[config.mk]
export PLATFORM = sky130hd
export DESIGN_NAME = writeback_stage_flat
export DESIGN_NICKNAME = d
export VERILOG_FILES = /design/src/rtl/writeback_stage_if.sv /design/src/rtl/writeback_stage.sv /design/src/flat_wrapper.sv
export SDC_FILE = /design/constraint.sdc
export NUM_CORES = 1
export LEC_CHECK = 0
export CELL_PAD_IN_SITES_DETAIL_PLACEMENT = 1
export CELL_PAD_IN_SITES_GLOBAL_PLACEMENT = 1
export CORE_ASPECT_RATIO = 0.75
export CORE_MARGIN = 4
export CORE_UTILIZATION = 33
export DETAILED_ROUTE_END_ITERATION = 10
export PLACE_DENSITY_LB_ADDON = 0.1
export SLEW_MARGIN = 30
export SYNTH_ARGS = -nofsm -noshare
export SYNTH_HDL_FRONTEND = slang
export SYNTH_SLANG_ARGS = --single-unit
[constraint.sdc]
create_clock -name clk -period 2.9 [get_ports clk]
set_clock_uncertainty 0.05 [all_clocks]
set_input_delay 0.87 -clock clk [delete_from_list [all_inputs] [get_ports clk]]
set_output_delay 0.87 -clock clk [all_outputs]
set_load 0.05 [all_outputs]
[src/rtl/writeback_stage_if.sv]
// MEM-to-WB boundary bundle: stage controls, captured MEM fields and WB results.
// The master drives the MEM side; the slave is the writeback stage.
interface writeback_stage_if #(
  parameter int unsigned DATA_WIDTH     = 32,
  parameter int unsigned REG_ADDR_WIDTH = 5,
  parameter int unsigned INSTRET_WIDTH  = 64
);
  logic                      stall_i;
  logic                      flush_i;
  logic                      MEM_valid_i;
  logic [DATA_WIDTH-1:0]     MEM_instruction_i;
  logic                      MEM_RegWrite_i;
  logic                      MEM_MemRead_i;
  logic                      MEM_MemWrite_i;
  logic [1:0]                MEM_WBSel_i;
  logic [DATA_WIDTH-1:0]     MEM_addr_i;
  logic [DATA_WIDTH-1:0]     MEM_wr_data_i;
  logic [DATA_WIDTH-1:0]     MEM_pc_plus4_i;
  logic [DATA_WIDTH-1:0]     MEM_rd_data_i;

  logic                      WB_valid_o;
  logic                      WB_RegWrite_o;
  logic [REG_ADDR_WIDTH-1:0] WB_rd_addr_o;
  logic [DATA_WIDTH-1:0]     WB_rf_wr_data_o;
  logic                      WB_MemWrite_o;
  logic [DATA_WIDTH-1:0]     WB_addr_o;
  logic [DATA_WIDTH-1:0]     WB_wr_data_o;
  logic                      WB_load_misalign_o;
  logic [INSTRET_WIDTH-1:0]  WB_instret_o;

  modport master (
    output stall_i, flush_i, MEM_valid_i, MEM_instruction_i, MEM_RegWrite_i, MEM_MemRead_i,
           MEM_MemWrite_i, MEM_WBSel_i, MEM_addr_i, MEM_wr_data_i, MEM_pc_plus4_i,
           MEM_rd_data_i,
    input  WB_valid_o, WB_RegWrite_o, WB_rd_addr_o, WB_rf_wr_data_o, WB_MemWrite_o,
           WB_addr_o, WB_wr_data_o, WB_load_misalign_o, WB_instret_o
  );

  modport slave (
    input  stall_i, flush_i, MEM_valid_i, MEM_instruction_i, MEM_RegWrite_i, MEM_MemRead_i,
           MEM_MemWrite_i, MEM_WBSel_i, MEM_addr_i, MEM_wr_data_i, MEM_pc_plus4_i,
           MEM_rd_data_i,
    output WB_valid_o, WB_RegWrite_o, WB_rd_addr_o, WB_rf_wr_data_o, WB_MemWrite_o,
           WB_addr_o, WB_wr_data_o, WB_load_misalign_o, WB_instret_o
  );
endinterface

[src/rtl/writeback_stage.sv]
// MEM/WB pipeline register, load alignment/extension, write-back select and retire counter.
// All WB outputs are decoded from the register only; no MEM-to-WB combinational path.
module writeback_stage #(
  parameter int unsigned DATA_WIDTH     = 32,
  parameter int unsigned REG_ADDR_WIDTH = 5,
  parameter int unsigned INSTRET_WIDTH  = 64
) (
  input logic              clk,
  input logic              rst,
  writeback_stage_if.slave bus
);

  logic                     valid_q;
  logic                     regwrite_q;
  logic                     memread_q;
  logic                     memwrite_q;
  logic [1:0]               wbsel_q;
  logic [DATA_WIDTH-1:0]    instr_q;
  logic [DATA_WIDTH-1:0]    addr_q;
  logic [DATA_WIDTH-1:0]    wr_data_q;
  logic [DATA_WIDTH-1:0]    pc_plus4_q;
  logic [DATA_WIDTH-1:0]    rd_data_q;
  logic [INSTRET_WIDTH-1:0] instret_q;

  always_ff @(posedge clk) begin
    if (rst || bus.flush_i) begin
      valid_q    <= 1'b0;
      regwrite_q <= 1'b0;
      memread_q  <= 1'b0;
      memwrite_q <= 1'b0;
      wbsel_q    <= '0;
      instr_q    <= '0;
      addr_q     <= '0;
      wr_data_q  <= '0;
      pc_plus4_q <= '0;
      rd_data_q  <= '0;
    end else if (!bus.stall_i) begin
      valid_q    <= bus.MEM_valid_i;
      regwrite_q <= bus.MEM_RegWrite_i;
      memread_q  <= bus.MEM_MemRead_i;
      memwrite_q <= bus.MEM_MemWrite_i;
      wbsel_q    <= bus.MEM_WBSel_i;
      instr_q    <= bus.MEM_instruction_i;
      addr_q     <= bus.MEM_addr_i;
      wr_data_q  <= bus.MEM_wr_data_i;
      pc_plus4_q <= bus.MEM_pc_plus4_i;
      rd_data_q  <= bus.MEM_rd_data_i;
    end
  end

  logic [2:0]                funct3;
  logic [REG_ADDR_WIDTH-1:0] rd_addr;
  logic [7:0]                byte_v;
  logic [15:0]               half_v;
  logic [DATA_WIDTH-1:0]     load_data;
  logic [DATA_WIDTH-1:0]     rf_data;
  logic                      misalign;
  logic                      unused_instr;

  assign funct3       = instr_q[14:12];
  assign rd_addr      = instr_q[7 +: REG_ADDR_WIDTH];
  assign unused_instr = ^{instr_q[DATA_WIDTH-1:15], instr_q[6:0]};

  always_comb begin
    byte_v = rd_data_q[7:0];
    unique case (addr_q[1:0])
      2'd0: byte_v = rd_data_q[7:0];
      2'd1: byte_v = rd_data_q[15:8];
      2'd2: byte_v = rd_data_q[23:16];
      2'd3: byte_v = rd_data_q[31:24];
      default: byte_v = rd_data_q[7:0];
    endcase
    half_v = addr_q[1] ? rd_data_q[31:16] : rd_data_q[15:0];
  end

  always_comb begin
    load_data = '0;
    case (funct3)
      3'b000: load_data = {{(DATA_WIDTH-8){byte_v[7]}}, byte_v};
      3'b001: load_data = {{(DATA_WIDTH-16){half_v[15]}}, half_v};
      3'b010: load_data = rd_data_q;
      3'b100: load_data = {{(DATA_WIDTH-8){1'b0}}, byte_v};
      3'b101: load_data = {{(DATA_WIDTH-16){1'b0}}, half_v};
      default: load_data = '0;
    endcase
  end

  always_comb begin
    misalign = 1'b0;
    if (valid_q && memread_q) begin
      if ((funct3 == 3'b001 || funct3 == 3'b101) && addr_q[0]) misalign = 1'b1;
      if (funct3 == 3'b010 && addr_q[1:0] != 2'b00) misalign = 1'b1;
    end
  end

  // Driven regardless of RegWrite so the value can still be forwarded.
  always_comb begin
    rf_data = '0;
    unique case (wbsel_q)
      2'b00: rf_data = addr_q;
      2'b01: rf_data = load_data;
      2'b10: rf_data = pc_plus4_q;
      default: rf_data = '0;
    endcase
  end

  // An instruction retires as it leaves WB, so a stalled one counts exactly once.
  always_ff @(posedge clk) begin
    if (rst) begin
      instret_q <= '0;
    end else if (valid_q && !bus.stall_i && !misalign) begin
      instret_q <= instret_q + INSTRET_WIDTH'(1);
    end
  end

  assign bus.WB_valid_o         = valid_q;
  assign bus.WB_RegWrite_o      = regwrite_q & valid_q & (rd_addr != '0) & ~misalign;
  assign bus.WB_rd_addr_o       = rd_addr;
  assign bus.WB_rf_wr_data_o    = rf_data;
  assign bus.WB_MemWrite_o      = memwrite_q & valid_q;
  assign bus.WB_addr_o          = addr_q;
  assign bus.WB_wr_data_o       = wr_data_q;
  assign bus.WB_load_misalign_o = misalign;
  assign bus.WB_instret_o       = instret_q;

endmodule

[src/flat_wrapper.sv]
// flat-port wrapper written by rule: the top's interface ports become plain ports
module writeback_stage_flat 
#(
  parameter int unsigned DATA_WIDTH     = 32,
  parameter int unsigned REG_ADDR_WIDTH = 5,
  parameter int unsigned INSTRET_WIDTH  = 64
)
  (clk, rst, bus_stall_i, bus_flush_i, bus_MEM_valid_i, bus_MEM_instruction_i, bus_MEM_RegWrite_i, bus_MEM_MemRead_i, bus_MEM_MemWrite_i, bus_MEM_WBSel_i, bus_MEM_addr_i, bus_MEM_wr_data_i, bus_MEM_pc_plus4_i, bus_MEM_rd_data_i, bus_WB_valid_o, bus_WB_RegWrite_o, bus_WB_rd_addr_o, bus_WB_rf_wr_data_o, bus_WB_MemWrite_o, bus_WB_addr_o, bus_WB_wr_data_o, bus_WB_load_misalign_o, bus_WB_instret_o);
  writeback_stage_if #(.DATA_WIDTH(DATA_WIDTH), .REG_ADDR_WIDTH(REG_ADDR_WIDTH), .INSTRET_WIDTH(INSTRET_WIDTH)) bus_i ();
  input logic clk;
  input logic rst;
  input wire logic [$bits(bus_i.stall_i)-1:0] bus_stall_i;
  input wire logic [$bits(bus_i.flush_i)-1:0] bus_flush_i;
  input wire logic [$bits(bus_i.MEM_valid_i)-1:0] bus_MEM_valid_i;
  input wire logic [$bits(bus_i.MEM_instruction_i)-1:0] bus_MEM_instruction_i;
  input wire logic [$bits(bus_i.MEM_RegWrite_i)-1:0] bus_MEM_RegWrite_i;
  input wire logic [$bits(bus_i.MEM_MemRead_i)-1:0] bus_MEM_MemRead_i;
  input wire logic [$bits(bus_i.MEM_MemWrite_i)-1:0] bus_MEM_MemWrite_i;
  input wire logic [$bits(bus_i.MEM_WBSel_i)-1:0] bus_MEM_WBSel_i;
  input wire logic [$bits(bus_i.MEM_addr_i)-1:0] bus_MEM_addr_i;
  input wire logic [$bits(bus_i.MEM_wr_data_i)-1:0] bus_MEM_wr_data_i;
  input wire logic [$bits(bus_i.MEM_pc_plus4_i)-1:0] bus_MEM_pc_plus4_i;
  input wire logic [$bits(bus_i.MEM_rd_data_i)-1:0] bus_MEM_rd_data_i;
  output wire logic [$bits(bus_i.WB_valid_o)-1:0] bus_WB_valid_o;
  output wire logic [$bits(bus_i.WB_RegWrite_o)-1:0] bus_WB_RegWrite_o;
  output wire logic [$bits(bus_i.WB_rd_addr_o)-1:0] bus_WB_rd_addr_o;
  output wire logic [$bits(bus_i.WB_rf_wr_data_o)-1:0] bus_WB_rf_wr_data_o;
  output wire logic [$bits(bus_i.WB_MemWrite_o)-1:0] bus_WB_MemWrite_o;
  output wire logic [$bits(bus_i.WB_addr_o)-1:0] bus_WB_addr_o;
  output wire logic [$bits(bus_i.WB_wr_data_o)-1:0] bus_WB_wr_data_o;
  output wire logic [$bits(bus_i.WB_load_misalign_o)-1:0] bus_WB_load_misalign_o;
  output wire logic [$bits(bus_i.WB_instret_o)-1:0] bus_WB_instret_o;
  assign bus_i.stall_i = bus_stall_i;
  assign bus_i.flush_i = bus_flush_i;
  assign bus_i.MEM_valid_i = bus_MEM_valid_i;
  assign bus_i.MEM_instruction_i = bus_MEM_instruction_i;
  assign bus_i.MEM_RegWrite_i = bus_MEM_RegWrite_i;
  assign bus_i.MEM_MemRead_i = bus_MEM_MemRead_i;
  assign bus_i.MEM_MemWrite_i = bus_MEM_MemWrite_i;
  assign bus_i.MEM_WBSel_i = bus_MEM_WBSel_i;
  assign bus_i.MEM_addr_i = bus_MEM_addr_i;
  assign bus_i.MEM_wr_data_i = bus_MEM_wr_data_i;
  assign bus_i.MEM_pc_plus4_i = bus_MEM_pc_plus4_i;
  assign bus_i.MEM_rd_data_i = bus_MEM_rd_data_i;
  assign bus_WB_valid_o = bus_i.WB_valid_o;
  assign bus_WB_RegWrite_o = bus_i.WB_RegWrite_o;
  assign bus_WB_rd_addr_o = bus_i.WB_rd_addr_o;
  assign bus_WB_rf_wr_data_o = bus_i.WB_rf_wr_data_o;
  assign bus_WB_MemWrite_o = bus_i.WB_MemWrite_o;
  assign bus_WB_addr_o = bus_i.WB_addr_o;
  assign bus_WB_wr_data_o = bus_i.WB_wr_data_o;
  assign bus_WB_load_misalign_o = bus_i.WB_load_misalign_o;
  assign bus_WB_instret_o = bus_i.WB_instret_o;
  writeback_stage #(.DATA_WIDTH(DATA_WIDTH), .REG_ADDR_WIDTH(REG_ADDR_WIDTH), .INSTRET_WIDTH(INSTRET_WIDTH)) u_core (.clk(clk), .rst(rst), .bus(bus_i));
endmodule
==> impl_metrics.py <==
metrics = {
    "outcome": {
        "status": "complete, but fails checks",
        "violations": "negative setup slack",
    },
    "critical_path": {
        "slowest_delay_ns": 0.38,
        "arrival_ns": 2.41,
        "cp.required_ns": 1.98,
        "cp_common_cell": "buf_6",
        "start_kind": "register",
        "cp-end-kind": "output port",
        "worstReg2RegStart": "u_core.bus.WB_addr_o[1]",
        "reg2reg_to": "u_core.bus.WB_instret_o[58]",
        "reg2reg_depth": 8,
        "r2r_slack_ns": 0.26,
        "crit_path_max_fanout": 7,
        "crit_chain": "mux2_4 > mux2i_4 > nor4_4 > buf_6 > buf_6 > a221oi_4 > o22ai_2 > buf_12",
        "critPathKind": "reg -> out",
        "slowest_stage": "dfxtp_4",
    },
    "synth": {
        "seq_area_frac_synth_pct": 44.3,
        "synthesis.instances": 1015,
        "synth_ff_type": "dfxtp_1",
        "ys_types": 56,
        "ys_ff_latch": 206,
        "syn-cell-area_um2": 9320,
        "synth_edf_count": 0,
        "yosys_warnings": 0,
        "synthArstFlopShare_pct": 0,
        "synth_nets": 1186,
        "avgSynthCellArea_um2": 9.18,
    },
    "cells_and_area": {
        "fin_nets": 1515,
        "finalNonFillerCells": 1740,
        "final_cell_mix": "clkdlybuf4s50_1 (275), dfxtp_1 (198), nor2_1 (182)",
        "drive_gt1_share_pct": 18.8,
        "syn2layout_area_growth_pct": 64.1,
        "final_common_cell": "clkdlybuf4s50_1",
        "num_antenna_cells": 0,
        "final_area_um2": 15300,
    },
    "min_path": {
        "hold_path_class": "reg -> reg",
        "min_from": "u_core.bus.WB_wr_data_o[5]",
        "holdPathEnd": "u_core.bus.WB_wr_data_o[5]",
        "hold_path_depth": 2,
    },
    "placement": {
        "gp_congestion": 0.821,
        "dp_hpwl_um": 26000,
        "dp_cells": 1669,
        "dpl_cell_area_um2": 13600,
        "io_buffers": 314,
    },
    "job": {
        "cap_violations": 0,
    },
    "timing": {
        "fmax_mhz": 300,
        "rsz0062_at_grt": "yes",
        "setup_ws_ns": -0.432,
        "whs_ns": 0.442,
        "slew_violations": 0,
        "fin_crit_sh_pct": 115,
        "relSlewSlack_pct": 53.1,
        "worst_slew_pin_slew_ns": 0.704,
        "fin_crit_ns": 3.33,
        "report.final.hold_viol_count": 0,
        "setup_viol_count_final": 32,
    },
    "power": {
        "ir_drop_mv": 0.393,
        "cellLeakagePower_nw": 5.57,
        "power.density_nw_per_um2": 487,
    },
    "clock_tree": {
        "htreeDepth": 1,
        "cts-root-buf": "clkbuf_16",
        "cts_tree": "done",
        "clock_sinks": 206,
        "holdBufCountCts": 0,
        "clockBufferDepth": 3,
        "clk_pin_slew_ns": 0.06,
        "clock_latency_ns": 0.52,
        "numCtsBuffers": 24,
    },
    "route": {
        "drt_first_pass_iters": 4,
        "drt_iter0_drc": 452,
        "drcViolationCount": 0,
        "ant_nets": 0,
        "wl_per_cell_um": 21.9,
        "vias": 9024,
        "viasPerCell": 5.19,
        "wl_um": 38100,
    },
    "die": {
        "chipWidth_um": 202,
        "rows": 52,
        "die_h_um": 154,
        "coreArea_um2": 27400,
        "start_util_pct": 34.0,
        "dieArea_um2": 31000,
        "ioPinCount": 339,
    },
    "grt": {
        "antenna_found_initial": 1,
        "grt_max_degree": 143,
        "grtUsageTotal_pct": 22.7,
        "grt_pass1_wl_um": 56500,
        "grt_pass1_vias": 9361,
        "grt-ovfl-total": 0,
    },
}
[Yosys cell counts, drive strengths merged (5+ instances only)]
cell type	count	area share [%]
a21oi	59	3.2
a221oi	9	0.85
and3	6	0.40
and4	7	0.69
buf	35	1.9
clkbuf	49	2.0
dfxtp	206	44
inv	15	0.60
mux2i	181	19
nand2	17	0.69
nand3	19	1.0
nand4	18	1.3
nor2	191	7.7
nor3	9	0.54
nor3b	5	0.40
nor4	21	1.5
o21ai	30	1.6
o221ai	6	0.56
o22ai	24	1.6
o31ai	12	0.97
or3	21	1.4
or4	12	0.97
xnor2	28	2.6
[metal layers]
layer	share of wire, %	routed length, um	global-route usage [%]
met5	0.034	13	0
met4	1.8	703	4.10
met3	6.8	2600	5.81
met2	46	17500	36.5
met1	45	17200	31.4
[metrics by stage]
stage	total power [mW]	setup slack [ns]	setup TNS, ns	util, %
2_1_floorplan	3.52	-0.0148	-0.0341	-
3_3_place_gp	3.99	0.108	0	49.6
3_5_place_dp	4.01	0.0604	0	49.6
4_1_cts	7.51	-0.365	-8.67	54.8
5_1_grt	7.73	-0.514	-11.39	55.8
6_report	7.45	-0.432	-8.73	55.8
[sequential cells by signal, summed over array words and instances (netlist names)]
name	count
u_core.rd_data_q	32
u_core.bus.WB_valid_o	1
u_core.instr_q	8
u_core.bus.WB_instret_o	64
u_core.bus.WB_addr_o	32
u_core.memread_q	1
u_core.memwrite_q	1
u_core.pc_plus4_q	32
u_core.bus.WB_wr_data_o	32
u_core.wbsel_q	2
u_core.regwrite_q	1
[worst max-delay path by stage]
| stage | start | end | cells after the start |
|---|---|---|---|
| final | u_core.bus.WB_addr_o[1] | bus_WB_rf_wr_data_o[15] | 8 |
| after global routing | u_core.bus.WB_addr_o[1] | bus_WB_rf_wr_data_o[15] | 8 |
| after CTS | u_core.bus.WB_addr_o[0] | bus_WB_rf_wr_data_o[0] | 5 |
| after detailed placement | u_core.bus.WB_addr_o[1] | bus_WB_rf_wr_data_o[14] | 7 |
| after global placement | u_core.bus.WB_addr_o[1] | bus_WB_rf_wr_data_o[14] | 7 |
| after floorplan | u_core.bus.WB_addr_o[0] | bus_WB_rf_wr_data_o[18] | 7 |
[layout make-up]
type / instances / area, um^2
Clock buffer: 34 / 709
Clock inverter: 10 / 185
Fill cell: 2947 / 12100
Inverter: 15 / 56.3
Multi-Input combinational cell: 710 / 5490
Sequential cell: 206 / 4140
Tap cell: 378 / 473
Timing Repair Buffer: 387 / 4230
[power by group]
group          internal [mW]  total [mW]  switching [mW]  leakage [nW]
clock                   2.15        3.41            1.26         0.436
combinational          0.528        1.09           0.557          3.46
sequential              2.89        2.96          0.0677          1.68
total                   5.57        7.45            1.88          5.57
[worst max-delay path, delay by kind of cell (launching register included)]
kind	cells	cell delay, ns
muxes	2	0.52
buffers and inverters	3	0.47
AOI/OAI and AO/OA	2	0.42
DFF	1	0.38
and+or+nand+nor	1	0.08
[kinds of logic (layout without fill, tap and decap cells)]
kind of cell               after synthesis  after routing  share of synthesized area (%)
and+or+nand+nor                        347            347                           18.7
AOI/OAI and AO/OA                      150            150                           9.76
xor gates and xnor gates                28             28                           2.63
DFF                                    206            206                           44.3
adders and majority gates                1              1                          0.134
buffers and inverters                   99            446                           4.53
muxes                                  184            184                           19.9
[what timing repair did]
item / CTS / global route
pin swaps: 11 / 14
resized for setup: 82 / 33
endpoints found under the setup margin: 35 / 34
setup buffers: 15 / 11
cloned: 1 / 1
No activity file was read; power rests on OpenSTA's default activity.
